===== src/rtl/decode_out_buf_pkg.sv =====
// Shared types and defaults for the decode-to-execute elastic buffer.
// The sizes here are the defaults used for the buffer's parameters.
package decode_out_buf_pkg;

  localparam int unsigned INSN_W_DEF   = 16;
  localparam int unsigned E_CTRL_W_DEF = 6;
  localparam int unsigned W_CTRL_W_DEF = 2;
  localparam int unsigned DEPTH_DEF    = 2;

  typedef struct packed {
    logic [INSN_W_DEF-1:0]   IR;
    logic [INSN_W_DEF-1:0]   npc;
    logic [E_CTRL_W_DEF-1:0] E_Control;
    logic [W_CTRL_W_DEF-1:0] W_Control;
    logic                    Mem_Control;
  } decode_bundle_t;

  localparam decode_bundle_t DECODE_NOP = '0;

endpackage


===== src/rtl/decode_out_buf_if.sv =====
// Handshake/bundle signals between decode, the buffer and execute.
// master: decode/execute side; slave: the buffer itself.
interface decode_out_buf_if #(
  parameter int unsigned INSN_W   = 16,
  parameter int unsigned E_CTRL_W = 6,
  parameter int unsigned W_CTRL_W = 2,
  parameter int unsigned DEPTH    = 2
);

  logic                        in_valid;
  logic                        in_ready;
  logic [INSN_W-1:0]           IR_in;
  logic [INSN_W-1:0]           npc_in;
  logic [E_CTRL_W-1:0]         E_Control_in;
  logic [W_CTRL_W-1:0]         W_Control_in;
  logic                        Mem_Control_in;
  logic                        flush;
  logic                        out_valid;
  logic                        out_ready;
  logic [INSN_W-1:0]           IR;
  logic [INSN_W-1:0]           npc_out;
  logic [E_CTRL_W-1:0]         E_Control;
  logic [W_CTRL_W-1:0]         W_Control;
  logic                        Mem_Control;
  logic [$clog2(DEPTH+1)-1:0]  count;

  modport master (
    output in_valid, IR_in, npc_in, E_Control_in, W_Control_in, Mem_Control_in,
    output flush, out_ready,
    input  in_ready, out_valid, IR, npc_out, E_Control, W_Control, Mem_Control, count
  );

  modport slave (
    input  in_valid, IR_in, npc_in, E_Control_in, W_Control_in, Mem_Control_in,
    input  flush, out_ready,
    output in_ready, out_valid, IR, npc_out, E_Control, W_Control, Mem_Control, count
  );

endinterface


===== src/rtl/decode_out_buf_ctrl.sv =====
// Pointer/occupancy control for decode_out_buf.
// DECODE_OUT_BUF_BYPASS_EN enables zero-cycle fall-through when empty.
module decode_out_buf_ctrl #(
  parameter int unsigned DEPTH = 2
) (
  input  logic                       clock,
  input  logic                       reset,
  input  logic                       in_valid,
  input  logic                       out_ready,
  input  logic                       flush,
  output logic                       push,
  output logic                       bypass_fwd,
  output logic                       in_ready,
  output logic                       out_valid,
  output logic [$clog2(DEPTH)-1:0]   wr_ptr,
  output logic [$clog2(DEPTH)-1:0]   rd_ptr,
  output logic [$clog2(DEPTH+1)-1:0] count
);

  localparam int unsigned PTR_W = $clog2(DEPTH);
  localparam int unsigned CNT_W = $clog2(DEPTH+1);

  logic [PTR_W-1:0] wr_ptr_q, wr_ptr_d;
  logic [PTR_W-1:0] rd_ptr_q, rd_ptr_d;
  logic [CNT_W-1:0] count_q, count_d;
  logic             empty;
  logic             bypass_hit;
  logic             pop;

  always_comb begin
    empty    = (count_q == '0);
    in_ready = (count_q != CNT_W'(DEPTH));
`ifdef DECODE_OUT_BUF_BYPASS_EN
    bypass_hit = empty & in_valid & out_ready;
    bypass_fwd = bypass_hit & ~flush;
`else
    bypass_hit = 1'b0;
    bypass_fwd = 1'b0;
`endif
    out_valid = ~empty | bypass_fwd;
    // A forwarded bundle is consumed directly and never occupies an entry.
    push      = in_valid & in_ready & ~bypass_hit & ~flush;
    pop       = ~empty & out_ready;

    wr_ptr_d = wr_ptr_q;
    rd_ptr_d = rd_ptr_q;
    count_d  = count_q;
    if (flush) begin
      wr_ptr_d = '0;
      rd_ptr_d = '0;
      count_d  = '0;
    end else begin
      if (push) wr_ptr_d = wr_ptr_q + PTR_W'(1);
      if (pop)  rd_ptr_d = rd_ptr_q + PTR_W'(1);
      if (push && !pop)      count_d = count_q + CNT_W'(1);
      else if (pop && !push) count_d = count_q - CNT_W'(1);
    end
  end

  always_ff @(posedge clock) begin
    if (!reset) begin
      wr_ptr_q <= '0;
      rd_ptr_q <= '0;
      count_q  <= '0;
    end else begin
      wr_ptr_q <= wr_ptr_d;
      rd_ptr_q <= rd_ptr_d;
      count_q  <= count_d;
    end
  end

  assign wr_ptr = wr_ptr_q;
  assign rd_ptr = rd_ptr_q;
  assign count  = count_q;

endmodule


===== src/rtl/decode_out_buf.sv =====
// Elastic FIFO between LC3 decode and execute with synchronous flush.
// Optional fall-through controlled by DECODE_OUT_BUF_BYPASS_EN (see ctrl).
module decode_out_buf
  import decode_out_buf_pkg::*;
#(
  parameter int unsigned INSN_W   = INSN_W_DEF,
  parameter int unsigned E_CTRL_W = E_CTRL_W_DEF,
  parameter int unsigned W_CTRL_W = W_CTRL_W_DEF,
  parameter int unsigned DEPTH    = DEPTH_DEF
) (
  input  logic             clock,
  input  logic             reset,
  decode_out_buf_if.slave  bus
);

  localparam int unsigned PTR_W = $clog2(DEPTH);
  localparam int unsigned CNT_W = $clog2(DEPTH+1);

  typedef struct packed {
    logic [INSN_W-1:0]   IR;
    logic [INSN_W-1:0]   npc;
    logic [E_CTRL_W-1:0] E_Control;
    logic [W_CTRL_W-1:0] W_Control;
    logic                Mem_Control;
  } entry_t;

  entry_t           mem_q [DEPTH];
  entry_t           mem_d [DEPTH];
  entry_t           in_entry;
  entry_t           out_entry;
  logic             push;
  logic             bypass_fwd;
  logic             in_ready;
  logic             out_valid;
  logic [PTR_W-1:0] wr_ptr;
  logic [PTR_W-1:0] rd_ptr;
  logic [CNT_W-1:0] count;

  decode_out_buf_ctrl #(.DEPTH(DEPTH)) u_ctrl (
    .clock      (clock),
    .reset      (reset),
    .in_valid   (bus.in_valid),
    .out_ready  (bus.out_ready),
    .flush      (bus.flush),
    .push       (push),
    .bypass_fwd (bypass_fwd),
    .in_ready   (in_ready),
    .out_valid  (out_valid),
    .wr_ptr     (wr_ptr),
    .rd_ptr     (rd_ptr),
    .count      (count)
  );

  always_comb begin
    in_entry.IR          = bus.IR_in;
    in_entry.npc         = bus.npc_in;
    in_entry.E_Control   = bus.E_Control_in;
    in_entry.W_Control   = bus.W_Control_in;
    in_entry.Mem_Control = bus.Mem_Control_in;
  end

  // Storage is deliberately not reset; emptiness alone selects the NOP bundle.
  always_comb begin
    mem_d = mem_q;
    if (push) mem_d[wr_ptr] = in_entry;
  end

  always_ff @(posedge clock) begin
    mem_q <= mem_d;
  end

  always_comb begin
    out_entry = '0;
    if (bypass_fwd)        out_entry = in_entry;
    else if (count != '0)  out_entry = mem_q[rd_ptr];
  end

  assign bus.in_ready    = in_ready;
  assign bus.out_valid   = out_valid;
  assign bus.count       = count;
  assign bus.IR          = out_entry.IR;
  assign bus.npc_out     = out_entry.npc;
  assign bus.E_Control   = out_entry.E_Control;
  assign bus.W_Control   = out_entry.W_Control;
  assign bus.Mem_Control = out_entry.Mem_Control;

endmodule


===== src/flat_wrapper.sv =====
// flat-port wrapper written by rule: the top's interface ports become plain ports
module decode_out_buf_flat import decode_out_buf_pkg::*;
#(
  parameter int unsigned INSN_W   = INSN_W_DEF,
  parameter int unsigned E_CTRL_W = E_CTRL_W_DEF,
  parameter int unsigned W_CTRL_W = W_CTRL_W_DEF,
  parameter int unsigned DEPTH    = DEPTH_DEF
)
  (clock, reset, bus_in_valid, bus_IR_in, bus_npc_in, bus_E_Control_in, bus_W_Control_in, bus_Mem_Control_in, bus_flush, bus_out_ready, bus_in_ready, bus_out_valid, bus_IR, bus_npc_out, bus_E_Control, bus_W_Control, bus_Mem_Control, bus_count);
  decode_out_buf_if #(.INSN_W(INSN_W), .E_CTRL_W(E_CTRL_W), .W_CTRL_W(W_CTRL_W), .DEPTH(DEPTH)) bus_i ();
  input  logic clock;
  input  logic reset;
  input wire logic [$bits(bus_i.in_valid)-1:0] bus_in_valid;
  input wire logic [$bits(bus_i.IR_in)-1:0] bus_IR_in;
  input wire logic [$bits(bus_i.npc_in)-1:0] bus_npc_in;
  input wire logic [$bits(bus_i.E_Control_in)-1:0] bus_E_Control_in;
  input wire logic [$bits(bus_i.W_Control_in)-1:0] bus_W_Control_in;
  input wire logic [$bits(bus_i.Mem_Control_in)-1:0] bus_Mem_Control_in;
  input wire logic [$bits(bus_i.flush)-1:0] bus_flush;
  input wire logic [$bits(bus_i.out_ready)-1:0] bus_out_ready;
  output wire logic [$bits(bus_i.in_ready)-1:0] bus_in_ready;
  output wire logic [$bits(bus_i.out_valid)-1:0] bus_out_valid;
  output wire logic [$bits(bus_i.IR)-1:0] bus_IR;
  output wire logic [$bits(bus_i.npc_out)-1:0] bus_npc_out;
  output wire logic [$bits(bus_i.E_Control)-1:0] bus_E_Control;
  output wire logic [$bits(bus_i.W_Control)-1:0] bus_W_Control;
  output wire logic [$bits(bus_i.Mem_Control)-1:0] bus_Mem_Control;
  output wire logic [$bits(bus_i.count)-1:0] bus_count;
  assign bus_i.in_valid = bus_in_valid;
  assign bus_i.IR_in = bus_IR_in;
  assign bus_i.npc_in = bus_npc_in;
  assign bus_i.E_Control_in = bus_E_Control_in;
  assign bus_i.W_Control_in = bus_W_Control_in;
  assign bus_i.Mem_Control_in = bus_Mem_Control_in;
  assign bus_i.flush = bus_flush;
  assign bus_i.out_ready = bus_out_ready;
  assign bus_in_ready = bus_i.in_ready;
  assign bus_out_valid = bus_i.out_valid;
  assign bus_IR = bus_i.IR;
  assign bus_npc_out = bus_i.npc_out;
  assign bus_E_Control = bus_i.E_Control;
  assign bus_W_Control = bus_i.W_Control;
  assign bus_Mem_Control = bus_i.Mem_Control;
  assign bus_count = bus_i.count;
  decode_out_buf #(.INSN_W(INSN_W), .E_CTRL_W(E_CTRL_W), .W_CTRL_W(W_CTRL_W), .DEPTH(DEPTH)) u_core (.clock(clock), .reset(reset), .bus(bus_i));
endmodule

===== config.mk =====
export PLATFORM = sky130hd
export DESIGN_NAME = decode_out_buf_flat
export DESIGN_NICKNAME = d
export VERILOG_FILES = /design/src/rtl/decode_out_buf_pkg.sv /design/src/rtl/decode_out_buf_if.sv /design/src/rtl/decode_out_buf_ctrl.sv /design/src/rtl/decode_out_buf.sv /design/src/flat_wrapper.sv
export SDC_FILE = /design/constraint.sdc
export NUM_CORES = 1
export LEC_CHECK = 0
export CAP_MARGIN = 20
export CORE_MARGIN = 2
export CORE_UTILIZATION = 45
export DETAILED_ROUTE_END_ITERATION = 12
export GPL_ROUTABILITY_DRIVEN = 0
export PLACE_DENSITY = 0.8
export SYNTH_ARGS = -nofsm -noshare
export SYNTH_HDL_FRONTEND = slang
export SYNTH_SLANG_ARGS = --single-unit

===== constraint.sdc =====
create_clock -name clock -period 12.7 [get_ports clock]
set_clock_uncertainty 0.1 [all_clocks]
set_input_delay 1.905 -clock clock [delete_from_list [all_inputs] [get_ports clock]]
set_output_delay 1.905 -clock clock [all_outputs]
set_load 0.1 [all_outputs]

* Word-level counts from Yosys, hierarchy flattened
Cells that the tools add are included.
W data, S select, Z words.
** Cells by class
- Add/subtract/negate cells :: 4
- Order comparisons :: 3
- Eq/ne operators :: 1
- Multiplexer cells :: 9
- Bitwise operators :: 8
- Reductions and logical operators :: 9
** Operators with widths (number)
- $mux W41 :: 5
- $bwmux W82 :: 1
- $demux W41 S1 :: 1
- $ge A2 B2 Y1 const B :: 2
- $mux W2 :: 2
- $not A1 Y2 :: 2
- $reduce_bool A2 Y1 :: 2
- $and A1 B1 Y1 :: 3
- $logic_and A1 B1 Y1 :: 3
- $not A1 Y1 :: 3
- $add A1 B1 Y1 const B :: 2
- $add A2 B1 Y2 const B :: 1
- $logic_not A1 Y1 :: 2
- $logic_not A2 Y1 :: 1
- $lt A2 B1 Y1 const B :: 1
- $ne A2 B2 Y1 const B :: 1
- $reduce_or A2 Y1 :: 1
- $sub A2 B1 Y2 const B :: 1
** Word-level totals
- Flip-flop bits (word level) :: 86
- Bits of input ports :: 46
- Output and inout port bits :: 45

* Depth between registers and ports, before layout
Gate-level depths: netlist of the first run.
- Depth after elaboration :: 7
- Gate-level depth with buffers :: 8
- Depth with buffers taken out :: 8

* Cells and area by module
Synthesis of the first run repeated with hierarchy kept, for this count alone.
** Unflattened totals
- Cells, all modules :: 247
- Area total of the unflattened synthesis :: 3598.5 µm²
** By module, submodules not included
- decode_out_buf :: instances 1, cells each 222, area an instance 3392.0 µm², seq. area each 2462.4 µm²
- decode_out_buf_ctrl :: instances 1, cells each 25, area an instance 206.4 µm², seq. area each 80.1 µm²

* Least setup slack after synthesis of the first run
OpenSTA, ideal clock, no wires.
- Kind :: flip-flop to flip-flop
- Start :: register u_core.u_ctrl.count_q[0], in the netlist u_core.u_ctrl.count[0]
- End :: register u_core.mem_q[0] (netlist name), enable pin
- Arrival :: 5085 ps
- Data required time :: 12101 ps
- Setup slack :: 7015 ps
- Stages on the path, launching flop included :: 5
- Buffers on the path :: 0
- Period minus slack after synthesis :: 5685 ps
- Cells stage by stage :: dfxtp_1 nor2b_1 inv_1 nand2_1 nor3b_1
** On the way
- Longest elaborated chain between the ends :: 3
** RTL lines
- from (decl) :: RTL line decode_out_buf_ctrl.sv:25 : logic [CNT_W-1:0] count_q, count_d;
- from (signal assigned) :: RTL line decode_out_buf_ctrl.sv:68 : count_q <= count_d;
- $ne A2 B2 Y1 :: RTL line decode_out_buf_ctrl.sv:32 : in_ready = (count_q != CNT_W'(DEPTH));
- named net bus_in_ready :: RTL line flat_wrapper.sv:21 : output wire logic [$bits(bus_i.in_ready)-1:0] bus_in_ready;
- $and A1 B1 Y1 (2 in a row) :: RTL line decode_out_buf_ctrl.sv:42 : push = in_valid & in_ready & ~bypass_hit & ~flush;
- to (signal assigned) :: RTL line decode_out_buf.sv:69 : mem_q <= mem_d;
- to (decl) :: RTL line decode_out_buf.sv:27 : entry_t mem_q [DEPTH];
The timed path passes the listed nets, and every way through them passes these cells.
A chain may end at the register's enable or synchronous reset.

* Final worst setup path of the first run
- Start :: register u_core.u_ctrl.rd_ptr_q, in the netlist u_core.u_ctrl.rd_ptr
- End :: output bus_npc_out[4]
** On the way
- Longest elaborated chain between the ends :: 5
** RTL lines
- from (decl) :: RTL line decode_out_buf_ctrl.sv:24 : logic [PTR_W-1:0] rd_ptr_q, rd_ptr_d;
- from (signal assigned) :: RTL line decode_out_buf_ctrl.sv:67 : rd_ptr_q <= rd_ptr_d;
- $not A1 Y2 (not written as such) :: RTL line decode_out_buf.sv:75 : else if (count != '0) out_entry = mem_q[rd_ptr];
- $mux W41 (not written as such) (3 in a row) :: RTL line decode_out_buf.sv:75
- $mux W41 :: RTL line decode_out_buf.sv:75
- to (decl) :: RTL line flat_wrapper.sv:24 : output wire logic [$bits(bus_i.npc_out)-1:0] bus_npc_out;
No other way between the ends. The select of a mux whose other input is x is not followed.

==> results of run 1 <==
-- registers in the layout, indices dropped and copies added, names as in the netlist --
name,cells
u_core.mem_q,82
u_core.u_ctrl.count,2
u_core.u_ctrl.rd_ptr,1
u_core.u_ctrl.wr_ptr,1
-- Yosys cell counts (all sizes together) --
cell / n / area, um2
buf: 9 / 55.1
nor3: 1 / 5.00
edfxtp: 82 / 2460
inv: 3 / 11.3
a21oi: 2 / 10.0
nor3b: 1 / 7.51
dfxtp: 4 / 80.1
ha: 1 / 12.5
o21ai: 3 / 15.0
nor2: 45 / 169
or3: 2 / 12.5
nand2b: 1 / 6.26
xor2: 3 / 26.3
nand2: 1 / 3.75
nor2b: 1 / 6.26
mux2i: 41 / 410
-- area by class of cell --
class / instances / area [um2] / share of cell area, %
Tap cell: 99 / 124 / 2.75
Clock inverter: 4 / 72.6 / 1.61
Multi-Input combinational cell: 102 / 702 / 15.6
Clock buffer: 12 / 135 / 3.00
Sequential cell: 86 / 2540 / 56.4
Timing Repair Buffer: 93 / 923 / 20.5
Inverter: 3 / 11.3 / 0.250
-- per-layer routing --
metal,vias up,routed length (um)
met5,-,0
met4,0,87
met3,8,287
met2,60,2940
met1,902,2620
li1,920,-
-- placed cells by master (no fill, tap or decap), drive strengths merged --
| master | n |
|---|---|
| dfxtp | 4 |
| inv | 3 |
| edfxtp | 82 |
| nor2 | 45 |
| o21ai | 3 |
| clkinvlp | 1 |
| a21oi | 2 |
| or3 | 2 |
| clkinv | 1 |
| buf | 3 |
| nor3b | 1 |
| nand2 | 1 |
| nor2b | 1 |
| xor2 | 3 |
| clkdlybuf4s50 | 90 |
| nor3 | 1 |
| nand2b | 1 |
| mux2i | 41 |
| bufinv | 2 |
| clkbuf | 12 |
| ha | 1 |
-- stage by stage --
stage	utilization, %	setup slack (ns)
2_1_floorplan	-	7.02
4_1_cts	62.9	7.68
3_3_place_gp	60.0	8.10
3_5_place_dp	60.0	8.09
6_report	62.9	7.74
5_1_grt	62.9	7.58
-- power by group --
part | internal [mW] | switching, mW
combinational | 0.0338 | 0.0865
clock | 0.111 | 0.0891
sequential | 0.320 | 0.00345
-- tightest hold or removal path, cell delays in order, from the launching register on --
cell and delay [ns]:
dfxtp_1 0.34, o21ai_0 0.08, a21oi_1 0.06
-- worst paths after layout --
kind / start / end / slack [ns] / cells past startpoint
max: u_core.u_ctrl.rd_ptr / bus_npc_out[4] / 7.74 / 4
min: u_core.u_ctrl.wr_ptr / u_core.u_ctrl.wr_ptr / 0.42 / 2
max reg2reg: u_core.u_ctrl.count[1] / u_core.u_ctrl.count[1] / 10.74 / 7
min reg2reg: u_core.u_ctrl.wr_ptr / u_core.u_ctrl.wr_ptr / 0.42 / 2
-- cells by family after synthesis --
| group | synth area share (%) |
|---|---|
| compound gates | 0.760 |
| simple gates | 6.38 |
| xor+xnor | 0.798 |
| buf+inv | 2.01 |
| flops | 77.2 |
| mux | 12.5 |
| fa+ha+maj | 0.380 |
==> flow_summary.yaml, run 1 <==
yosys:
  synth_nets: 247
  yosys_warnings: 0
  syn_inst: 200
  synth_seq_area_share_pct: 77.2
  ys_seq_elements: 86
  synth_cell_type_count: 17
  syn_avg_cell_area_um2: 16.5
  syn_area_mm2: 0.00329
floorplan:
  dieArea_mm2: 0.00802
  fp-row-count: 31
  ioPinCount: 91
  die-height_um: 89.5
  coreArea_mm2: 0.00718
  initial_core_util_pct: 45.9
  die_w_um: 89.5
drt:
  routed_via_density: 4.74
  wire_per_inst_um: 14.9
  dr_total_vias: 1890
  routed_wl_mm: 5.94
  dr.pass1.iters: 4
  drt_iter0_markers: 56
  drc: 0
  ant_nets: 0
finish:
  fin_nets: 342
  drive_gt1_share_pct: 6.67
  area_growth_pct: 37.0
  antenna_cells: 0
  fin_cells: 399
  final_area_mm2: 0.00451
  final.fill_count: 523
global_routing:
  grtUsageMet1_pct: 18.7
  overflow: 0
  grt.busiest_layer: "met2"
  gr-usage-met3_pct: 3.79
  antenna_found_initial: 0
  grt_pass1_vias: 1878
  grt_util_all_layers_pct: 15.2
  use_met2_pct: 25.3
  grt_first_pass_wirelength_mm: 8.96
  grt_max_degree: 43
power_and_ir_drop:
  power.total_uw: 644
  ir_worst_vdd_mv: 0.0664
  p_leak_nw: 1.45
  p_per_area_mw_per_mm2: 143
run_status:
  outcome: "finished, final reports clean"
place:
  postPlaceCellArea_mm2: 0.00430
  dpl.hpwl_mm: 3.67
  io_buffer_count: 90
  dp.cells: 383
timing:
  holdWs_ns: 0.419
  rsz0062_at_grt: "false"
  setup_tns_ns: 0
  hold_viol: 0
  period_needed_ns: 4.96
  slew_viol_final: 0
  max-slew-margin-rel_pct: 34.5
  setup_viol: 0
  fmax_mhz: 202
  fin_crit_sh_pct: 39.0
  max_slew.worst_pin.slew_ns: 0.979
setup_path:
  cp-end-kind: "output port"
  cpMaxStageDelayCell: "clkdlybuf4s50_1"
  crit_type: "reg2out"
  setup.worst_path.start_class: "flip-flop"
  path_buf_inv: 2
  worstPathArrival_ns: 2.95
  cpPeakStageDelay_ns: 1.15
  required_ns: 10.69
  critPathMaxFanout: 27
  cpLargestDelayFamily: "buffers and inverters"
  crit_chain: "buf_4 -> mux2i_1 -> nor2_1 -> clkdlybuf4s50_1"
clock_tree:
  path_clk_slew_ns: 0.08
  clk_path_buf_depth: 2
  cts_tree: "yes"
  holdBufCountCts: 0
  clkLatencyLatePin_ns: 0.34
  post-cts-setup-buffers: 0
  htreeDepth: 3
  cts_sinks: 86
  cts-root-buf: "clkbuf_8"
  ctsResizeCount: 0
  cts-buffers-inserted: 9
hold_path:
  hold_class: "reg2reg"
run:
  cap_violations: 0
Note: power is estimated with default switching activity, not from simulation.
==> run 2, diff against run 1 <==
==> constraint.sdc (replaced) <==
create_clock -name clock -period 5 [get_ports clock]
set_clock_uncertainty 0.1 [all_clocks]
set_input_delay 0.75 -clock clock [delete_from_list [all_inputs] [get_ports clock]]
set_output_delay 0.75 -clock clock [all_outputs]
set_load 0.1 [all_outputs]
==> run 2 against run 1 <==
- sequential share of layout area down 0.094 points
- clock-buffer cell count decreased by 2
- worst setup slack worse by 6.6 ns
- hold slack gained 0.041 ns
- non-clock buffer count unchanged
- final cell count is 0.25% lower
- global-route usage shrank 1.2 points
- utilization rose by 0.10 points
- first-iteration DRC count rose by 52%
- register-to-register slack got worse by 7.8 ns
- clock power up 150%
- sequential power grew to 2.5 times the previous value
==> flow_summary.yaml, run 2 (synthesis gave the netlist of run 1 again) <==
run_status:
  outcome: "finished, final reports clean"
global_routing:
  grt_max_degree: 43
  grt_first_pass_wirelength_mm: 8.04
  antenna_found_initial: 0
  grt_util_all_layers_pct: 14.0
  grt_pass1_vias: 1771
  overflow: 0
timing:
  period_needed_ns: 3.91
  setup_tns_ns: 0
  fin_crit_sh_pct: 78.1
  hold_viol: 0
  rsz0062_at_grt: "false"
  fmax_mhz: 256
  slew_viol_final: 0
  max_slew.worst_pin.slew_ns: 1.02
  setup_viol: 0
  max-slew-margin-rel_pct: 32.3
place:
  postPlaceCellArea_mm2: 0.00432
  dp.cells: 383
  dpl.hpwl_mm: 3.63
  io_buffer_count: 90
clock_tree:
  clk_path_buf_depth: 2
  path_clk_slew_ns: 0.07
  cts-buffers-inserted: 9
  cts-root-buf: "clkbuf_8"
  ctsResizeCount: 0
  cts_sinks: 86
  holdBufCountCts: 0
  cts_tree: "yes"
  clkLatencyLatePin_ns: 0.33
  htreeDepth: 3
  post-cts-setup-buffers: 0
setup_path:
  required_ns: 4.15
  cp-end-kind: "output port"
  cpLargestDelayFamily: "buffers and inverters"
  cpMaxStageDelayCell: "clkdlybuf4s50_1"
  path_buf_inv: 2
  setup.worst_path.start_class: "flip-flop"
  worstPathArrival_ns: 3.06
  crit_type: "reg2out"
  crit_chain: "buf_4 -> mux2i_1 -> nor2_1 -> clkdlybuf4s50_1"
  critPathMaxFanout: 33
  cpPeakStageDelay_ns: 1.15
drt:
  routed_via_density: 4.71
  wire_per_inst_um: 14.4
  drc: 0
  dr_total_vias: 1876
  dr.pass1.iters: 4
  routed_wl_mm: 5.72
  drt_iter0_markers: 85
  ant_nets: 0
finish:
  seqCellArea_mm2: 0.00254
  antenna_cells: 0
  final_area_mm2: 0.00452
  drive_gt1_share_pct: 6.35
  area_growth_pct: 37.2
  fin_cells: 398
  final_cell_mix: "90 x clkdlybuf4s50_1, 82 x edfxtp_1, 44 x nor2_1"
  largest_register_ffs: 82
  mostFrequentLayoutCell: "clkdlybuf4s50_1"
  multi_input_area_um2: 714
  final.fill_count: 556
  fin_nets: 342
  largest-register: "u_core.mem_q"
power_and_ir_drop:
  p_leak_nw: 1.45
  p_seq_share_pct: 50.8
  sw_frac_of_total_pct: 27.5
  p_switching_uw: 447
  internal_power_mw: 1.18
  p_per_area_mw_per_mm2: 359
  ir_worst_vdd_mv: 0.174
  clkPwrFrac_pct: 30.4
  p_comb_share_pct: 18.8
floorplan:
  dieArea_mm2: 0.00802
  initial_core_util_pct: 45.9
  ioPinCount: 91
  fp-row-count: 31
  die_w_um: 89.5
  coreArea_mm2: 0.00718
  die-height_um: 89.5
run:
  cap_violations: 0
hold_path:
  hold_class: "reg2reg"
## run 2: changes by cell type in the layout (fill, tap and decap cells not counted), sizes merged
cell / change
clkbuf: -2
clkinv: +1
## run 2: through the flow
stage               hold slack [ns]  power (mW)  utilization (%)  worst slack [ns]
finish                        0.460        1.62             63.0              1.09
floorplan                     0.377        1.05                -             0.730
global route                  0.495        1.69             63.0             0.952
CTS                           0.464        1.64             63.0              1.04
global placement              0.427        1.14             60.2              1.46
detailed placement            0.442        1.15             60.2              1.42
## run 2: final timing paths
| kind | slack (ns) | endpoint | cells past startpoint | start |
|---|---|---|---|---|
| min reg2reg | 0.46 | u_core.u_ctrl.wr_ptr | 2 | u_core.u_ctrl.wr_ptr |
| min | 0.46 | u_core.u_ctrl.wr_ptr | 2 | u_core.u_ctrl.wr_ptr |
| max | 1.09 | bus_IR[9] | 4 | u_core.u_ctrl.rd_ptr |
| max reg2reg | 2.98 | u_core.mem_q[29] | 5 | u_core.u_ctrl.count[0] |
## run 2: routing by layer
metal | wire, um | track usage [%] | part of all wire [%] | vias up
li1 | - | - | - | 916
met1 | 2410 | 15.7 | 42 | 896
met2 | 3000 | 24.2 | 52 | 57
met3 | 246 | 3.69 | 4.3 | 7
met4 | 69 | 7.73 | 1.2 | 0
met5 | 0 | 0 | 0 | -
## run 2: power groups by stage
stage	clock [mW]	sequential [mW]	combinational [mW]
global placement	0	0.840	0.303
CTS	0.508	0.825	0.308
global route	0.543	0.826	0.317
floorplan	0	0.843	0.208
finish	0.494	0.824	0.305
detailed placement	0	0.841	0.307
## run 2: cell type report
type	count	area share [%]
clock buffers	10	2.82
flip-flops and latches	86	56.3
multi-input cells	102	15.8
well taps	99	2.74
repair buffers	93	20.4
inverters	3	0.249
clock inverters	5	1.66
## run 2: worst register-to-register path: stages (launching register included)
cell and delay (ns):
dfxtp_1 0.50, nor2b_1 0.12, inv_1 0.08, nand2_1 0.15, nor3b_4 0.20, buf_4 0.48
